===== config.mk =====
export PLATFORM = sky130hd
export DESIGN_NAME = weight_instr_dispatcher
export DESIGN_NICKNAME = d
export VERILOG_FILES = /design/src/rtl/tpu_pkg.sv /design/src/rtl/weight_instr_fifo.sv /design/src/rtl/weight_instr_dispatcher.sv
export SDC_FILE = /design/constraint.sdc
export NUM_CORES = 1
export LEC_CHECK = 0
export CAP_MARGIN = 20
export CORE_ASPECT_RATIO = 1.4
export CORE_MARGIN = 3
export CORE_UTILIZATION = 50
export CTS_BUF_LIST = sky130_fd_sc_hd__clkbuf_4
export CTS_CLUSTER_SIZE = 16
export DETAILED_ROUTE_END_ITERATION = 7
export GPL_ROUTABILITY_DRIVEN = 1
export PLACE_DENSITY = 0.82
export SYNTH_ARGS = -nofsm -noshare
export SYNTH_HDL_FRONTEND = slang
export SYNTH_SLANG_ARGS = --single-unit

===== constraint.sdc =====
create_clock -name clk -period 2.9 [get_ports clk]
set_input_delay 0.58 -clock clk [delete_from_list [all_inputs] [get_ports clk]]
set_output_delay 0.58 -clock clk [all_outputs]
set_load 0.01 [all_outputs]

===== src/rtl/tpu_pkg.sv =====
// Shared TPU types: weight instruction layout, its reset value, and the dispatcher FSM encoding.
package tpu_pkg;

  localparam int WEIGHT_OP_W   = 8;
  localparam int WEIGHT_LEN_W  = 16;
  localparam int WEIGHT_ADDR_W = 40;

  typedef struct packed {
    logic [WEIGHT_OP_W-1:0]   opcode;       // bit 0 = signed weights
    logic [WEIGHT_LEN_W-1:0]  length;
    logic [WEIGHT_ADDR_W-1:0] weight_addr;
  } weight_instr_type;

  localparam weight_instr_type INIT_WEIGHT_INSTR = '{opcode: '0, length: '0, weight_addr: '0};

  typedef enum logic [1:0] {
    WD_IDLE,
    WD_ISSUE,
    WD_GUARD,
    WD_WAIT_DONE
  } weight_dispatch_state_e;

endpackage


===== src/rtl/weight_instr_fifo.sv =====
// Weight instruction queue: registered storage, head visible combinationally, zero-latency pop.
// Full/empty reflect current occupancy only; the caller must not push when full.
module weight_instr_fifo
  import tpu_pkg::*;
#(
  parameter int DEPTH = 4
) (
  input  logic             clk,
  input  logic             rst,
  input  logic             push,
  input  weight_instr_type push_data,
  input  logic             pop,
  output logic             full,
  output logic             empty,
  output weight_instr_type head
);

  localparam int AW = $clog2(DEPTH);
  localparam logic [AW:0] PTR_ONE = 1;

  weight_instr_type mem_q [DEPTH];
  weight_instr_type mem_d [DEPTH];
  logic [AW:0] wr_ptr_q, wr_ptr_d;
  logic [AW:0] rd_ptr_q, rd_ptr_d;

  always_comb begin
    mem_d    = mem_q;
    wr_ptr_d = wr_ptr_q;
    rd_ptr_d = rd_ptr_q;
    if (push) begin
      mem_d[wr_ptr_q[AW-1:0]] = push_data;
      wr_ptr_d = wr_ptr_q + PTR_ONE;
    end
    if (pop) begin
      rd_ptr_d = rd_ptr_q + PTR_ONE;
    end
  end

  always_ff @(posedge clk or negedge rst) begin
    if (!rst) begin
      wr_ptr_q <= '0;
      rd_ptr_q <= '0;
      for (int i = 0; i < DEPTH; i++) mem_q[i] <= INIT_WEIGHT_INSTR;
    end else begin
      wr_ptr_q <= wr_ptr_d;
      rd_ptr_q <= rd_ptr_d;
      mem_q    <= mem_d;
    end
  end

  assign empty = (wr_ptr_q == rd_ptr_q);
  assign full  = (wr_ptr_q[AW] != rd_ptr_q[AW]) && (wr_ptr_q[AW-1:0] == rd_ptr_q[AW-1:0]);
  assign head  = mem_q[rd_ptr_q[AW-1:0]];

endmodule


===== src/rtl/weight_instr_dispatcher.sv =====
// Queues weight instructions and issues them one chunk at a time (issue one cycle after enqueue edge);
// enqueue stalls when the FIFO is full. WEIGHT_DISPATCH_SPLIT_EN splits long instructions into MATRIX_WIDTH chunks.
module weight_instr_dispatcher
  import tpu_pkg::*;
#(
  parameter int MATRIX_WIDTH = 14,
  parameter int FIFO_DEPTH   = 4
) (
  input  logic             clk,
  input  logic             rst,
  input  logic             enable,
  input  weight_instr_type in_instr,
  input  logic             in_valid,
  output logic             in_ready,
  output weight_instr_type instr,
  output logic             instr_enable,
  input  logic             busy,
  input  logic             resource_busy,
  output logic             zero_len_drop,
  output logic             idle
);

  localparam logic [WEIGHT_ADDR_W-1:0] MW_ADDR = WEIGHT_ADDR_W'(MATRIX_WIDTH);
`ifdef WEIGHT_DISPATCH_SPLIT_EN
  localparam logic [WEIGHT_LEN_W-1:0] MW_LEN = WEIGHT_LEN_W'(MATRIX_WIDTH);
`endif

  weight_dispatch_state_e   state_q, state_d;
  weight_instr_type         instr_q, instr_d;
  logic [WEIGHT_LEN_W-1:0]  rem_q, rem_d;
  logic [WEIGHT_ADDR_W-1:0] next_addr_q, next_addr_d;

  logic                     fifo_push, fifo_pop, fifo_full, fifo_empty;
  weight_instr_type         fifo_head, src;
  logic [WEIGHT_LEN_W-1:0]  chunk_len;
  logic                     have_work;

  weight_instr_fifo #(.DEPTH(FIFO_DEPTH)) u_fifo (
    .clk       (clk),
    .rst       (rst),
    .push      (fifo_push),
    .push_data (in_instr),
    .pop       (fifo_pop),
    .full      (fifo_full),
    .empty     (fifo_empty),
    .head      (fifo_head)
  );

  assign in_ready  = !fifo_full;
  assign fifo_push = in_valid && in_ready;

  always_comb begin
    state_d       = state_q;
    instr_d       = instr_q;
    rem_d         = rem_q;
    next_addr_d   = next_addr_q;
    fifo_pop      = 1'b0;
    zero_len_drop = 1'b0;
    instr_enable  = 1'b0;

    // A non-zero remainder means the head is mid-split; continue from the saved cursor.
    if (rem_q != '0) begin
      src = '{opcode: instr_q.opcode, length: rem_q, weight_addr: next_addr_q};
    end else begin
      src = fifo_head;
    end
`ifdef WEIGHT_DISPATCH_SPLIT_EN
    chunk_len = (src.length > MW_LEN) ? MW_LEN : src.length;
`else
    chunk_len = src.length;
`endif
    have_work = (rem_q != '0) || (!fifo_empty && (fifo_head.length != '0));

    unique case (state_q)
      WD_IDLE: begin
        if ((rem_q == '0) && !fifo_empty && (fifo_head.length == '0)) begin
          fifo_pop      = 1'b1;
          zero_len_drop = 1'b1;
        end else if (have_work && enable && !busy && !resource_busy) begin
          state_d     = WD_ISSUE;
          instr_d     = '{opcode: src.opcode, length: chunk_len, weight_addr: src.weight_addr};
          rem_d       = src.length - chunk_len;
          next_addr_d = src.weight_addr + MW_ADDR;
        end
      end
      WD_ISSUE: begin
        instr_enable = 1'b1;
        fifo_pop     = (rem_q == '0);
        state_d      = WD_GUARD;
      end
      // The controller raises busy one cycle late, so it is not trusted here.
      WD_GUARD: state_d = WD_WAIT_DONE;
      WD_WAIT_DONE: begin
        if (!busy) state_d = WD_IDLE;
      end
      default: state_d = WD_IDLE;
    endcase
  end

  always_ff @(posedge clk or negedge rst) begin
    if (!rst) begin
      state_q     <= WD_IDLE;
      instr_q     <= INIT_WEIGHT_INSTR;
      rem_q       <= '0;
      next_addr_q <= '0;
    end else begin
      state_q     <= state_d;
      instr_q     <= instr_d;
      rem_q       <= rem_d;
      next_addr_q <= next_addr_d;
    end
  end

  assign instr = instr_q;
  assign idle  = fifo_empty && (state_q == WD_IDLE);

endmodule


==> impl_summary.txt <==
----------------------------------------------------
[CTS]
  Number of buffers on the longest clock path ... 3
  Number of buffers created by CTS ... between 80 and 90
  Clock Sinks ... 328
  Clock tree root buffer cell ... clkbuf_4
  Clock slew at reported path FFs ... 0.07 ns
  Number of levels the H-tree was split into ... 3
  TritonCTS clock tree ... built
  Clock latency on the worst-skew pair ... 0.73 ns

[Worst setup path]
  Required time at the worst-slack endpoint ... 2.32 ns
  Capturing element type of the critical path ... output port
  Type of element launching the critical path ... flip-flop
  Arr. time, crit path ... 2.69 ns
  Origin of the critical flop-to-flop path ... u_fifo.rd_ptr_q[0]
  Delay contributed by the slowest stage of the critical path ... 0.55 ns
  Register-to-Register Path Depth ... 11
  Most common cell on crit path ... buf_6
  Worst-path fanout max ... 5
  Category of the most critical setup path ... flip-flop to output port
  Critical-path top delay cell ... mux4_2
  Reg2Reg Setup Slack ... -0.12 ns
  Capturing point of the worst reg2reg path ... instr[51]
  CP Cell Sequence ... buf_6 -> mux4_2 -> nor4_4 -> buf_4 -> nand4_4 -> nor2_4 -> buf_6

[Place]
  Placed cell area ... 16600 um^2
  RD Place Congestion ... 0.792
  Number of placed instances with taps included ... 1350
  Detailed placer's ending HPWL ... 20100 um
  Count of input and output buffers ... between 100 and 150

[Yosys]
  Top FF cell, synth ... dfrtp_1
  Adder-cell share of the synthesized area ... 0.00875
  Dominant combinational cell family by area after synthesis ... multiplexers
  Syn Nets ... 903
  Average cell area after synthesis ... 17.4 um^2
  XOR/XNOR share of the synthesized area ... 0.00429
  Leading area contributor after synthesis ... dfrtp_1
  Top cell type's share of synthesized area ... 0.574
  Number of instances in the synthesized netlist ... 823
  Simple-Gate Fraction of Synth Area ... 0.0110
  Number of enable flip-flop cells after synthesis ... 0
  Ranking of synthesized cells by instance count ... 328 x dfrtp_1, 257 x mux2_2, 60 x mux2_4
  Register bit count reported by yosys ... 328
  Most instantiated library cell after synthesis ... dfrtp_1
  Synthesized area ... around 14000 um^2
  Compound-gate portion of the synthesized area ... 0.00446
  Asr flop ratio synth ... 1.00
  Leading post-synthesis cells by cell area ... dfrtp_1 57%, mux2_2 20%, mux4_2 9.1%
  Number of distinct library cells after synthesis ... 35
  Yosys Warn Count ... 0
  Share of the yosys chip area belonging to registers ... 0.574
  Post-synthesis mux area share ... 0.372

[STA]
  Crit share post-route ... 1.13
  Highest Clock Rate ... 0.306 GHz
  Unrepaired setup endpoints after global routing ... true
  PnR worst setup slack ... -0.368 ns
  Total negative slack ... -5.38 ns
  Number of hold violations in the final report ... 0
  Final count of negative-setup-slack endpoints ... 65
  Pin slew with the least headroom to its limit ... 0.582 ns
  Setup Skew ... ~0.055 ns
  Min Tclk post-route ... 3.27 ns
  Tightest slew margin relative to the limit ... 0.612
  Count of final max-slew check failures ... 0

[Floorplan]
  Chip width ... 149 um
  DIE HEIGHT ... 206 um
  Full die area ... slightly above 30000 um^2
  Initial Util ... 0.512
  Core footprint ... 27900 um^2
  I/O pins ... around 140
  Rows ... between 70 and 80

[Detailed routing]
  Pre-Repair DR Iteration Count ... 4
  DR vias/cell ... 5.55
  DR vias ... 8325
  Final routed wire length divided by cell count ... 20.9 um
  Detailed-route wire length ... between 30000 and 40000 um
  Number of violations reported at the end of detailed-routing iteration 0 ... 362
  Number of routed nets with antenna violations ... 0
  Number of remaining DRC errors ... 0

[Global routing]
  Pin count of the biggest net entering global routing ... 78
  First-pass GRT wire length ... 48500 um
  Global route overflow ... 0
  Vias in the first global route ... roughly 9200
  Initial antenna violation count ... 1
  Total routing resource utilization after global routing ... 0.202

[Finish]
  Final cell count without fillers ... 1500
  Total Nets Final ... 1162
  Final standard cell area without fillers ... 18000 um^2
  Share of cells above drive strength 1 ... 0.537
  Layout area overhead ... 25.8%

[Power and ir drop]
  Lkg Pwr ... about 7.8 nW
  PD cells ... 1170 nW/um^2
  Max VDD drop ... 0.653 mV

[Job]
  Maximum capacitance violations ... 0

[Outcome]
  Result of the run ... finished with violations
  Failing checks ... negative setup slack

[Hold path]
  Path category of the worst min-delay check ... input pin to async pin

----------------------------------------------------
==> report_power, final <==
part	leakage [nW]	internal (W)	switching, W
logic	3.34	0.00587	0.00343
clock network	0.571	0.00185	0.00177
registers	3.93	0.00691	0.00127
==> flip-flops by register name, summed over array words and instances (netlist names) <==
name,count
u_fifo.mem_q,256
u_fifo.wr_ptr_q,3
state_q,2
u_fifo.rd_ptr_q,3
instr,64
==> cell usage in the layout, fill, tap and decap left out, drive strengths merged, types with 3 or more instances in the layout <==
master,instances
clkbuf,117
nor4,5
nor2,5
xnor2,3
clkdlybuf4s50,133
xor2,4
buf,81
clkinv,15
mux4,64
mux2,321
dfrtp,328
nand3,3
nand2,10
inv,9
ha,10
==> metal layers <==
layer	track usage	wire, um
met5	0	0
met1	0.239	12500
met3	0.0406	1280
met4	0.0756	835
met2	0.365	16800
==> metrics by stage <==
step	util	hold slack (ns)	setup slack, ns	total power (W)
global route	0.644	0.460	-0.503	0.0223
floorplan	-	0.284	0.291	0.0136
detailed placement	0.595	0.474	-0.219	0.0170
global placement	0.595	0.468	-0.207	0.0166
CTS	0.633	0.394	-0.428	0.0209
finish	0.644	0.450	-0.368	0.0211
==> final cells by class <==
class	instances	area [um^2]
Timing Repair Buffer	221	2450
Fill cell	1990	9940
Antenna cell	1	2.50
Inverter	6	22.5
Sequential cell	328	8220
Tap cell	370	463
Clock buffer	111	833
Multi-Input combinational cell	443	5880
Clock inverter	20	118
==> how the worst max path moves through the flow <==
stage	to	cells past startpoint	from
2_1_floorplan	instr[10]	8	u_fifo.rd_ptr_q[0]
3_3_place_gp	zero_len_drop	7	u_fifo.rd_ptr_q[0]
3_5_place_dp	zero_len_drop	7	u_fifo.rd_ptr_q[0]
4_1_cts	zero_len_drop	7	u_fifo.rd_ptr_q[0]
5_1_grt	zero_len_drop	7	u_fifo.rd_ptr_q[0]
6_report	zero_len_drop	7	u_fifo.rd_ptr_q[0]
==> cells by family after synthesis <==
| kind of cell | count (synthesis) |
|---|---|
| multiplexers | 387 |
| flip-flops | 328 |
| buffers and inverters | 53 |
| AND/OR/NAND/NOR | 30 |
| adder cells (fa/ha/maj) | 10 |
| AO/OA/AOI/OAI | 8 |
| XOR/XNOR | 7 |
==> critical path, delay by kind of cell, from the launching register on <==
kind / cells / cell delay [ns]
DFF: 1 / 0.46
and+or+nand+nor: 3 / 0.54
muxes: 1 / 0.55
buffers and inverters: 3 / 0.43
==> repair_timing <==
| action | CTS | global route |
|---|---|---|
| gates cloned | 0 | 8 |
| gates resized for setup | 30 | 23 |
| pin swaps | 6 | 4 |
| buffers inserted | 3 | 6 |
| endpoints found under the hold margin | 64 | 0 |
| setup endpoints to repair | 5 | 69 |
| hold buffers | 1 | 0 |
Note: power is estimated with default switching activity, not from simulation.
